--- src/rtl/histo_stream_receiver.sv ---
// Receive side of the histogram serial stream: oversamples spi_clk/spi_mosi,
// rebuilds MSB-first words, tracks frame boundaries, totals and framing errors.
module histo_stream_receiver #(
  parameter int unsigned WORD_W          = 32,
  parameter int unsigned WORDS_PER_FRAME = 1024,
  parameter int unsigned TIMEOUT_CYCLES  = 4096,
  parameter int unsigned SYNC_STAGES     = 2
) (
  input  logic              clk,
  input  logic              reset,
  input  logic              spi_clk_i,
  input  logic              spi_mosi_i,
  output logic [WORD_W-1:0] word_data,
  output logic              word_valid,
  output logic [9:0]        word_index,
  output logic              frame_start,
  output logic [7:0]        frame_id,
  output logic              frame_done,
  output logic [2:0]        frame_status,
  output logic [31:0]       pixel_total,
  output logic [1:0]        state_dbg
);

  localparam int unsigned BIN_W  = 24;
  localparam int unsigned BIT_W  = $clog2(WORD_W + 1);
  localparam int unsigned WCNT_W = $clog2(WORDS_PER_FRAME + 1);
  localparam int unsigned TO_W   = $clog2(TIMEOUT_CYCLES + 1);

  typedef enum logic [1:0] {
    S_IDLE = 2'b00,
    S_RECV = 2'b01,
    S_DONE = 2'b11
  } state_t;

  state_t state, state_n;

  logic [SYNC_STAGES-1:0] sclk_sync;
  logic [SYNC_STAGES-1:0] mosi_sync;
  logic                   sclk_prev;
  logic                   sclk_rise_c;
  logic                   mosi_bit_c;

  logic [WORD_W-1:0] shreg;
  logic [BIT_W-1:0]  bit_cnt;
  logic [WCNT_W-1:0] word_cnt;
  logic [TO_W-1:0]   timeout_cnt;
  logic [31:0]       acc;
  logic              spacer_err;
  logic [32:0]       acc_sum_c;

  logic start_c;
  logic shift_c;
  logic word_c;
  logic timeout_c;

  assign sclk_rise_c = sclk_sync[SYNC_STAGES-1] & ~sclk_prev;
  assign mosi_bit_c  = mosi_sync[SYNC_STAGES-1];
  assign acc_sum_c   = {1'b0, acc} + 33'(shreg[BIN_W-1:0]);
  assign state_dbg   = state;

  // Equal-depth synchronizers keep clock and data aligned in the clk domain
  always_ff @(posedge clk or posedge reset) begin
    if (reset) begin
      sclk_sync <= '0;
      mosi_sync <= '0;
      sclk_prev <= 1'b0;
    end else begin
      sclk_sync <= {sclk_sync[SYNC_STAGES-2:0], spi_clk_i};
      mosi_sync <= {mosi_sync[SYNC_STAGES-2:0], spi_mosi_i};
      sclk_prev <= sclk_sync[SYNC_STAGES-1];
    end
  end

  always_ff @(posedge clk or posedge reset) begin
    if (reset) state <= S_IDLE;
    else       state <= state_n;
  end

  // Next state and datapath controls; edges during DONE are dropped
  always_comb begin
    state_n   = state;
    start_c   = 1'b0;
    shift_c   = 1'b0;
    word_c    = 1'b0;
    timeout_c = 1'b0;
    case (state)
      S_IDLE: begin
        if (sclk_rise_c) begin
          state_n = S_RECV;
          start_c = 1'b1;
        end
      end
      S_RECV: begin
        if (word_cnt == WCNT_W'(WORDS_PER_FRAME)) begin
          state_n = S_DONE;
        end else if (sclk_rise_c) begin
          shift_c = 1'b1;
        end else begin
          word_c = (bit_cnt == BIT_W'(WORD_W));
          if (timeout_cnt == TO_W'(TIMEOUT_CYCLES - 1)) begin
            state_n   = S_DONE;
            timeout_c = 1'b1;
          end
        end
      end
      S_DONE:  state_n = S_IDLE;
      default: state_n = S_IDLE;
    endcase
  end

  always_ff @(posedge clk or posedge reset) begin
    if (reset) begin
      shreg        <= '0;
      bit_cnt      <= '0;
      word_cnt     <= '0;
      timeout_cnt  <= '0;
      acc          <= '0;
      spacer_err   <= 1'b0;
      word_data    <= '0;
      word_valid   <= 1'b0;
      word_index   <= '0;
      frame_start  <= 1'b0;
      frame_id     <= '0;
      frame_done   <= 1'b0;
      frame_status <= '0;
      pixel_total  <= '0;
    end else begin
      word_valid  <= word_c;
      frame_start <= start_c;
      frame_done  <= (state_n == S_DONE);

      if (start_c) begin
        shreg        <= {shreg[WORD_W-2:0], mosi_bit_c};
        bit_cnt      <= BIT_W'(1);
        word_cnt     <= '0;
        timeout_cnt  <= '0;
        acc          <= '0;
        spacer_err   <= 1'b0;
        frame_status <= '0;
        pixel_total  <= '0;
      end else if (shift_c) begin
        shreg       <= {shreg[WORD_W-2:0], mosi_bit_c};
        bit_cnt     <= bit_cnt + BIT_W'(1);
        timeout_cnt <= '0;
      end else if (state == S_RECV) begin
        timeout_cnt <= timeout_cnt + TO_W'(1);
        if (word_c) begin
          word_data  <= shreg;
          word_index <= 10'(word_cnt);
          word_cnt   <= word_cnt + WCNT_W'(1);
          bit_cnt    <= '0;
          acc        <= acc_sum_c[32] ? 32'hFFFF_FFFF : acc_sum_c[31:0];
          if (word_cnt == '0)
            frame_id <= shreg[WORD_W-1 -: 8];
          else if (shreg[WORD_W-1 -: 8] != 8'h00)
            spacer_err <= 1'b1;
        end
      end

      // Close-out: status and total are published together with frame_done
      if (state_n == S_DONE) begin
        frame_status <= {spacer_err,
                         timeout_c && (bit_cnt != '0),
                         timeout_c && (word_cnt < WCNT_W'(WORDS_PER_FRAME))};
        pixel_total  <= acc;
      end
    end
  end

endmodule
--- config.mk ---
export PLATFORM = sky130hd
export DESIGN_NAME = histo_stream_receiver
export DESIGN_NICKNAME = d
export VERILOG_FILES = /design/src/rtl/histo_stream_receiver.sv
export SDC_FILE = /design/constraint.sdc
export NUM_CORES = 1
export LEC_CHECK = 0
export ABC_AREA = 1
export BUFFER_PORTS_ARGS = -buffer_cell sky130_fd_sc_hd__buf_2
export CAP_MARGIN = 20
export CORE_MARGIN = 2
export CORE_UTILIZATION = 45
export DETAILED_ROUTE_END_ITERATION = 10
export GPL_TIMING_DRIVEN = 0
export PLACE_DENSITY = 0.6
export REMOVE_ABC_BUFFERS = 1
export SYNTH_ARGS = -nofsm -noshare
export SYNTH_HDL_FRONTEND = slang
export SYNTH_SLANG_ARGS = --single-unit
--- constraint.sdc ---
create_clock -name clk -period 10.91 [get_ports clk]
set_input_delay 1.091 -clock clk [delete_from_list [all_inputs] [get_ports clk]]
set_output_delay 1.091 -clock clk [all_outputs]
set_load 0.02 [all_outputs]
## Yosys cells after proc, flatten, opt, wreduce, memory -nomap -nowiden

Index checks and enable logic that the tools add are counted.

- Bits in registers: 190
- Input bits: 4
- Output and inout port bits: 90
- Word-level logic and storage cells: 96

- Add/sub/neg operators: 4
- $lt $le $gt $ge: 1
- Equal/unequal tests: 7
- Mux-type cells: 44
- Bitwise operators: 4
- Reductions and logical operators: 18

Operators by type and width:

| cell | count |
|---|---|
| 32-bit 2-to-1 mux | 9 |
| 11-bit 2-to-1 mux | 4 |
| 13-bit 2-to-1 mux | 3 |
| 32-bit by 24-bit adder with 33-bit output | 1 |
| 6-bit 2-to-1 mux | 4 |
| 1-bit 2-to-1 mux | 17 |
| 13-bit by 1-bit adder with 13-bit output (second input constant) | 1 |
| 13-bit by 12-bit equality test with 1-bit output (second input constant) | 1 |
| 11-bit by 1-bit adder with 11-bit output (second input constant) | 1 |
| 11-bit equality test (second input constant) | 1 |
| 11-bit logical NOT | 1 |
| 11-bit < comparator (second input constant) | 1 |
| 5-bit AND reduction | 2 |
| 2-bit nonzero test | 5 |
| 2-bit 2-to-1 mux | 4 |
| 8-bit nonzero test | 1 |
| 6-bit by 1-bit adder with 6-bit output (second input constant) | 1 |
| 6-bit equality test (second input constant) | 1 |
| 3-bit 2-to-1 mux | 2 |
| 3-bit nonzero test | 2 |
| 6-bit nonzero test | 1 |
| 2-bit != test (second input constant) | 2 |
| 2-bit case mux with 2 select lines | 1 |
| 4-bit AND reduction | 1 |
| other kinds (8) | 11 |

## Longest topological paths before layout

Gate-level depths: netlist of run 1.

- Word-level depth: 9
- Gate-level depth with buffers: 15
- Depth with buffers taken out: 15

## Worst setup path before layout of run 1

No wires, ideal clock.

- Path kind: register to register
- Start: register shreg[0]
- End: register acc[11]
- Library setup time: 0.117 ns
- Arrival time: 2.016 ns
- Required time: 10.793 ns
- Setup slack: 8.778 ns
- Cell stages (with the launch flop): 15
- Path buffers: 2
- Cells stage by stage: dfrtp_1 -> ha_1 -> fa_1 -> nand3_1 -> nand3_1 -> nand2_1 -> nand2_1 -> nand3_1 -> nand3_2 -> nand2_2 -> buf_6 -> buf_6 -> nand2_1 -> nand2_1 -> nand2_1

- Word-level cells in the longest chain between the ends: 6

RTL lines:

| element | line | text |
|---|---|---|
| start: declaration | 43 | `logic [WORD_W-1:0] shreg;` |
| start signal: assignment | 133 | `shreg <= {shreg[WORD_W-2:0], mosi_bit_c};` |
| start signal: assignment | 142 | `shreg <= {shreg[WORD_W-2:0], mosi_bit_c};` |
| 32-bit by 24-bit adder with 33-bit output | 58 | `assign acc_sum_c = {1'b0, acc} + 33'(shreg[BIN_W-1:0]);` |
| 32-bit 2-to-1 mux | 152 | `acc <= acc_sum_c[32] ? 32'hFFFF_FFFF : acc_sum_c[31:0];` |
| 32-bit 2-to-1 mux | 147 | `if (word_c) begin` |
| 32-bit 2-to-1 mux | 145 | `end else if (state == S_RECV) begin` |
| 32-bit 2-to-1 mux | 141 | `end else if (shift_c) begin` |
| 32-bit 2-to-1 mux | 132 | `if (start_c) begin` |
| end signal: assignment | 152 |  |
| end: declaration | 47 | `logic [31:0] acc;` |

Every way passes these cells. The select of a mux whose other input is x is not followed.
A chain may end at the register's enable or synchronous reset.

## Worst setup path in the final report of run 1

- Start: register word_cnt[1]
- End: register bit_cnt[4]

- Word-level cells in the longest chain between the ends: 5
- Elaborated cells between the ends (all ways): 10
- Those cells by class: eq/ne: 1; mux: 6; reduce/logical: 3

RTL lines:

| element | line | text |
|---|---|---|
| start: declaration | 45 | `logic [WCNT_W-1:0] word_cnt;` |
| start signal: assignment | 150 | `word_cnt <= word_cnt + WCNT_W'(1);` |
| 11-bit equality test (*) | 94 | `if (word_cnt == WCNT_W'(WORDS_PER_FRAME)) begin` |
| 1-bit 2-to-1 mux | 94 |  |
| 1-bit 2-to-1 mux | 86 | `case (state)` |
| 3-bit nonzero test (no line) or 6-bit 2-to-1 mux (tied branches) | - |  |
| 2-bit AND reduction (no line) or 6-bit 2-to-1 mux (tied branches) | - |  |
| end signal: assignment | 143 | `bit_cnt <= bit_cnt + BIT_W'(1);` |
| end: declaration | 44 | `logic [BIT_W-1:0] bit_cnt;` |

Mark *: on every way between the ends. The rest lies on a longest branch, timed or not.

==> run summary, run 1 <==
TritonCTS clock tree: built
Clock Power Share: 0.390
CP Class: reg2reg
Fmax: 309.7 MHz
Root Driver: clkbuf_16
Worst EP required: 11260 ps
Yosys top cell area share: 0.4791
YS warnings: 0
# rows: 54
Seq/Total Area, Yosys: 0.4791
Pleak: 0.006152 uW
Psw: 421.9 uW
Tightest Hold Check Type: reg2reg
antenna diode count: 0
core area: 0.02176 mm2
actual transition at the worst max-transition pin: 931.5 ps
Port Buffers: 93
# nets final: 1416
Post-synth top flop: dfrtp_1
vias: 8090
Met2 Wirelength: 10.39 mm
post-CTS setup repair buffer count: 0
half-perimeter wire length after placement: 16.37 mm
Yosys top cell by area: dfrtp_1
Setup crit end kind: register
clock period minus worst slack: 3229 ps
Gate power share: 0.110
Slew Limit Fails: 0
endpoints failing hold: 0
CTS resizes: 0
GPL Wtd Cong: 0.9322
io pins: 94
Peak supply drop: 0.00009533 V
number of global-route vias before repair: 7948
Top Layer Used: met4
Reg2Reg Launch Point: word_cnt[1]$_DFFE_PP0P_
Avg Cell Area, Syn: 7.593 um2
die height: 152.5 um
CTS Buffer Depth: 2
Pint: 1127 uW
setup_tns: 0 ps
CTS Hold Bufs: 0
Max FO, Critical Path: 94
top-count cell post-synth: nand2_1
RSZ-0062 raised after global routing: false
flops & latches, synth: 190
crit path from: word_cnt[1]$_DFFE_PP0P_
first-pass GRT wire length: 40.02 mm
Die ar.: 0.02326 mm2
Worst Hold Endpoint: mosi_sync[1]$_DFF_PP0_
worst setup margin: 7681 ps
Worst-path clk slew: 80 ps
power density over cell area: 138.8 mW/mm2
Min-Delay Path Depth: 0
DRC viols: 0
Period Utilization, post-route: 0.2959
clock skew: 17.24 ps
part of the power in registers: 0.500
reg2reg end: bit_cnt[4]$_DFFE_PP0P_
total track usage: 0.2095
post-synth cell types: 41
final number of setup-violating endpoints: 0
Post-Syn Area: 0.009925 mm2
Switching Share: 0.2725
M1 WL: 11.73 mm
status: complete, no violations
initial drt markers: 462
pre-CTS setup slack: 7643 ps
antenna violations before repair: 0
area delta synth->final: 12.44%
hold_sp: mosi_sync[0]$_DFF_PP0_
TritonCTS sink count: 190
share of cells above drive strength 1: 0.1154
ys async rst share: 1.000
Initial Util: 0.4562
GRT overflow: 0
Die Wd: 152.5 um
Commonest cells post-synth: nand2_1 (482), dfrtp_1 (190), inv_1 (178)
worst skew pair latency: 430 ps
vias per inst: 4.830
antenna viol nets, final: 0
DRT Wirelength: 23.02 mm
CP arrival: 3570 ps
DRT Pass-1 Iters: 5
WL met3: 663 um
Synth Instances: 1307
Register-to-Register Path Depth: 10
largest net degree at the start of global routing: 124
CTS Buf Count: 17
maxcap violations: 0
Synth area leaders: dfrtp_1 (48%), nand2_1 (18%), inv_1 (6.7%)
number of synthesized flops with an enable pin: 0
CTS H-tree depth: 4
wire per inst: 13.74 um
CP startpoint kind: register
FF-to-FF setup slack: 7680 ps
Rel. slew slack: 0.3790
==> through the flow <==
step	area, um2	hold slack [ps]	instances	power, uW	util
CTS	11160	356.9	1675	1573	0.5129
finish	11160	354.0	1675	1548	0.5129
floorplan	9693	331.2	1267	914.8	-
detailed placement	10600	338.9	1643	961.1	0.4873
global route	11160	372.2	1675	1629	0.5129
global placement	10510	332.5	1640	954.8	0.4830
==> worst max-delay path by stage <==
stage                                endpoint  cells past startpoint
floorplan                  acc[0]$_DFFE_PP0P_                      1
global placement    word_data[20]$_DFFE_PP0P_                      2
detailed placement     bit_cnt[4]$_DFFE_PP0P_                     10
CTS                    bit_cnt[4]$_DFFE_PP0P_                     10
global route           bit_cnt[4]$_DFFE_PP0P_                     10
finish                 bit_cnt[4]$_DFFE_PP0P_                     10
==> metal layers <==
layer / up-vias / track usage
met5: - / 0
met4: 0 / 0.04409
met3: 15 / 0.03584
met2: 116 / 0.3381
met1: 3722 / 0.3002
li1: 4237 / -
==> power groups by stage <==
stage	Sequential, uW	Combinational, uW	Clock (uW)
2_1_floorplan	778	136	0
3_3_place_gp	788	167	0
3_5_place_dp	788	173	0
4_1_cts	775	174	625
5_1_grt	780	202	647
6_report	774	170	604
==> cell families (layout without fill, tap and decap cells) <==
logic type,count (synthesis),count (layout),share of synthesized area
AOI/OAI and AO/OA,132,132,0.06972
xor gates and xnor gates,23,23,0.02030
adders and majority gates,30,30,0.03858
buffers and inverters,228,316,0.09443
DFF,190,190,0.4791
and+or+nand+nor,704,704,0.2979
==> state kept, by name (all words and copies together), names as in the netlist <==
name,cells
word_index,10
frame_start,1
pixel_total,32
word_data,32
timeout_cnt,13
mosi_sync,2
acc,32
bit_cnt,6
spacer_err,1
word_valid,1
shreg,32
frame_status,3
sclk_sync,2
sclk_prev,1
frame_id,8
frame_done,1
state_dbg,2
word_cnt,11
==> final cells by class <==
cell class              count  area [um2]
fillers                  2140       10600
flip-flops and latches    190        4755
multi-input cells         889        4243
inverters                 188       713.2
repair buffers             96       540.5
clock buffers              20       446.7
well taps                 280       350.3
clock inverters            12       111.4
==> worst max-delay path: stages (launching register included) <==
cell and delay (ps):
dfrtp_1 400, inv_1 100, ha_1 190, nand3_1 120
nor4_4 210, nand3_1 170, nand2_4 700, nand2_2 390
inv_2 620, nand3_1 130, o21ai_0 110
==> cells in the final DEF, fill, tap and decap left out, drive strengths merged, types with 2 or more instances in the layout <==
| cell type | synthesis | layout |
|---|---|---|
| ha | 29 | 29 |
| and2 | 2 | 2 |
| buf | 32 | 96 |
| and3 | 2 | 2 |
| clkbuf | 8 | 20 |
| clkinv | 1 | 7 |
| xnor2 | 15 | 15 |
| inv | 187 | 190 |
| dfrtp | 190 | 190 |
| or2 | 2 | 2 |
| nor3 | 21 | 21 |
| nand3b | 2 | 2 |
| o22ai | 8 | 8 |
| nand3 | 109 | 109 |
| nor2 | 61 | 61 |
| a21oi | 18 | 18 |
| nor3b | 4 | 4 |
| nand2 | 489 | 489 |
| clkinvlp | 0 | 2 |
| o21ai | 100 | 100 |
| xor2 | 8 | 8 |
| nor4 | 4 | 4 |
| nand4 | 8 | 8 |
Note: power is estimated with default switching activity, not from simulation.
==> run 2, diff against run 1 <==
--- a/config.mk
+++ b/config.mk
@@ -5,14 +5,14 @@
 export SDC_FILE = /design/constraint.sdc
 export NUM_CORES = 1
 export LEC_CHECK = 0
-export ABC_AREA = 1
+export ABC_AREA = 0
 export BUFFER_PORTS_ARGS = -buffer_cell sky130_fd_sc_hd__buf_2
 export CAP_MARGIN = 20
 export CORE_MARGIN = 2
 export CORE_UTILIZATION = 45
 export DETAILED_ROUTE_END_ITERATION = 10
 export GPL_TIMING_DRIVEN = 0
-export PLACE_DENSITY = 0.6
+export PLACE_DENSITY = 0.63
 export REMOVE_ABC_BUFFERS = 1
 export SYNTH_ARGS = -nofsm -noshare
 export SYNTH_HDL_FRONTEND = slang
==> constraint.sdc (replaced) <==
create_clock -name clk -period 2.7 [get_ports clk]
set_input_delay 0.27 -clock clk [delete_from_list [all_inputs] [get_ports clk]]
set_output_delay 0.27 -clock clk [all_outputs]
set_load 0.02 [all_outputs]
==> run summary, run 2 <==
CP arrival: 2980 ps (was 3570 ps)
Avg Cell Area, Syn: 10.00 um2 (was 7.593 um2)
most frequent cells in the layout: nand2_1 (218), dfrtp_1 (187), buf_2 (93) (was nand2_1 (482), dfrtp_1 (190), inv_1 (177))
number of global-route vias before repair: 6565 (was 7948)
first-pass GRT wire length: 34.55 mm (was 40.02 mm)
post-synth cell types: 64 (was 41)
DRT Pass-1 Iters: 5 (unchanged)
Compound-Gate Fraction of Synth Area: 0.1288 (was 0.06972)
power density over cell area: 610.8 mW/mm2 (was 138.8 mW/mm2)
Initial Util: 0.4563 (was 0.4562)
worst setup margin: 100.1 ps (was 7681 ps)
area delta synth->final: 20.10% (was 12.44%)
simple-gate share of the synthesized area: 0.1787 (was 0.2979)
Met2 Wirelength: 9.934 mm (was 10.39 mm)
antenna diode count: 0 (unchanged)
Commonest cells post-synth: nand2_1 (218), dfrtp_1 (190), a21oi_1 (61) (was nand2_1 (482), dfrtp_1 (190), inv_1 (178))
core area: 0.01940 mm2 (was 0.02176 mm2)
Slew Limit Fails: 0 (unchanged)
TritonCTS clock tree: built (unchanged)
Worst-path clk slew: 70 ps (was 80 ps)
Buf+Inv Stages, Crit Path: 0 (was 2)
GPL Wtd Cong: 0.8038 (was 0.9322)
xor/xnor share of the synthesized area: 0.02870 (was 0.02030)
mux share of post-synthesis cell area: 0.05216 (was 0)
RSZ-0062 raised after global routing: true (was false)
maxcap violations: 0 (unchanged)
CP max stage cell: dfrtp_2 (was nand2_4)
io pins: 94 (unchanged)
CTS H-tree depth: 4 (unchanged)
Rel. slew slack: 0.5374 (was 0.3790)
YS warnings: 0 (unchanged)
die height: 144.2 um (was 152.5 um)
Yosys top cell by area: dfrtp_1 (unchanged)
WL met3: 636 um (was 663 um)
# rows: 51 (was 54)
number of synthesized flops with an enable pin: 0 (unchanged)
status: complete, no violations (unchanged)
Worst EP required: 3080 ps (was 11260 ps)
Top Layer Used: met4 (unchanged)
M1 WL: 9.808 mm (was 11.73 mm)
commonest non-fill, non-tap cell in the layout: nand2_1 (unchanged)
Max FO, Critical Path: 5 (was 94)
Synth Area in Adders: 0.04326 (was 0.03858)
setup_tns: 0 ps (unchanged)
GRT overflow: 0 (unchanged)
crit-path max cell delay: 450 ps (was 700 ps)
Setup crit end kind: register (unchanged)
DRT Wirelength: 20.61 mm (was 23.02 mm)
Die Wd: 144.2 um (was 152.5 um)
final number of setup-violating endpoints: 0 (unchanged)
endpoints failing hold: 0 (unchanged)
Period Utilization, post-route: 0.9629 (was 0.2959)
Pleak: 0.005537 uW (was 0.006152 uW)
Port Buffers: 93 (unchanged)
pre-CTS setup slack: -1105 ps (was 7643 ps)
Post-Syn Area: 0.008851 mm2 (was 0.009925 mm2)
largest net degree at the start of global routing: 105 (was 124)
Synth Instances: 885 (was 1307)
share of cells above drive strength 1: 0.2400 (was 0.1154)
antenna violations before repair: 0 (unchanged)
wire per inst: 16.34 um (was 13.74 um)
clock period minus worst slack: 2600 ps (was 3229 ps)
Tightest Hold Check Type: reg2reg (unchanged)
DRC viols: 0 (unchanged)
Seq/Total Area, Yosys: 0.5372 (was 0.4791)
antenna viol nets, final: 0 (unchanged)
CP startpoint kind: register (unchanged)
total track usage: 0.2121 (was 0.2095)
vias per inst: 5.339 (was 4.830)
top-count cell post-synth: nand2_1 (unchanged)
CP top delay family: compound AO/OA/AOI/OAI gates (was simple AND/OR/NAND/NOR gates)
largest family of logic cells by synthesized area: simple AND/OR/NAND/NOR gates (unchanged)
CTS Buf Count: 17 (unchanged)
flops & latches, synth: 190 (unchanged)
CP Class: reg2reg (unchanged)
initial drt markers: 338 (was 462)
Root Driver: clkbuf_16 (unchanged)
Yosys top cell area share: 0.5372 (was 0.4791)
vias: 6732 (was 8090)
ys async rst share: 1.000 (unchanged)
Fmax: 384.6 MHz (was 309.7 MHz)
Peak supply drop: 0.0003941 V (was 0.00009533 V)
Post-synth top flop: dfrtp_1 (unchanged)
Die ar.: 0.02081 mm2 (was 0.02326 mm2)
Synth area leaders: dfrtp_1 (54%), nand2_1 (9.2%), mux2_2 (5.2%) (was dfrtp_1 (48%), nand2_1 (18%), inv_1 (6.7%))
half-perimeter wire length after placement: 12.38 mm (was 16.37 mm)
crit-path cells: ha_1, a211o_1, a211oi_2, o22ai_2, a211oi_4, o31ai_4, and2_4, a31oi_1, o21a_1 (was inv_1, ha_1, nand3_1, nor4_4, nand3_1, nand2_4, nand2_2, inv_2, nand3_1, o21ai_0)
clock skew: 12.67 ps (was 17.24 ps)
worst skew pair latency: 440 ps (was 430 ps)
# nets final: 1019 (was 1416)
TritonCTS sink count: 190 (unchanged)
CTS Buffer Depth: 2 (unchanged)
actual transition at the worst max-transition pin: 688.6 ps (was 931.5 ps)
run 2: cell types whose count changed in the layout (fill, tap and decap cells not counted), moves of 19 or more:
| cell | before | now |
|---|---|---|
| o21ai_0 | 78 | 36 |
| nor2_1 | 55 | 36 |
| nand3_1 | 106 | 48 |
| a21oi_1 | 18 | 60 |
| mux2_2 | 0 | 41 |
| o21ai_1 | 22 | 1 |
| nand2_1 | 482 | 218 |
| inv_1 | 177 | 10 |
run 2: final timing paths:
check	start	to	slack (ps)	depth (start not counted)
max	shreg[1]$_DFFE_PP0P_	acc[25]$_DFFE_PP0P_	100	9
min	mosi_sync[0]$_DFF_PP0_	mosi_sync[1]$_DFF_PP0_	350	0
max reg2reg	shreg[1]$_DFFE_PP0P_	acc[25]$_DFFE_PP0P_	100	9
min reg2reg	mosi_sync[0]$_DFF_PP0_	mosi_sync[1]$_DFF_PP0_	350	0
max in group asynchronous	reset	word_data[19]$_DFFE_PP0P_	1310	4
min in group asynchronous	reset	word_data[2]$_DFFE_PP0P_	480	3
run 2: cell type report:
class | count | area, um2
timing repair buffer | 122 | 835.8
tap | 265 | 331.6
timing repair inverter | 1 | 8.758
clock inverter | 6 | 87.58
sequential | 190 | 4758
clock buffer | 24 | 461.7
fill | 1789 | 8768
inverter | 14 | 81.33
multi-input combinational | 639 | 4065
run 2: metal layers:
layer / vias up / GRT usage
met2: 118 / 0.3451
met1: 3312 / 0.2963
li1: 3285 / -
met3: 17 / 0.03510
met4: 0 / 0.05774
met5: - / 0
run 2: kinds of logic (layout without fill, tap and decap cells):
family          after synthesis  in the layout
compound gates              177            177
simple gates                359            362
flops                       190            190
xor+xnor                     29             29
buf+inv                      59            167
mux                          41             41
fa+ha+maj                    30             30
run 2: power breakdown:
| group | switching, uW | total, uW | internal, uW | leakage, uW |
|---|---|---|---|---|
| sequential | 214 | 3230 | 3020 | 0.00260 |
| clock | 1050 | 2430 | 1380 | 0.000256 |
| combinational | 454 | 830 | 376 | 0.00268 |
| total | 1720 | 6490 | 4770 | 0.00554 |
run 2: what timing repair did:
item / 4_1_cts / 5_1_grt
hold buffers: 3 / 0
pin swaps: 6 / 8
resized for setup: 23 / 21
hold endpoints to repair: 88 / 0
gates cloned: 4 / 0
endpoints found under the setup margin: 122 / 49
buffers inserted: 9 / 9
run 2: stage by stage:
step                total power, uW  utilization  area (um2)  cells  hold slack (ps)
CTS                            6499       0.5386       10450   1252            352.7
global placement               3971       0.4858        9424   1198            335.7
global route                   6818       0.5480       10630   1261            367.3
finish                         6492       0.5480       10630   1261            351.0
floorplan                      3799            -        8627    840            301.4
detailed placement             4007       0.4968        9637   1206            339.5
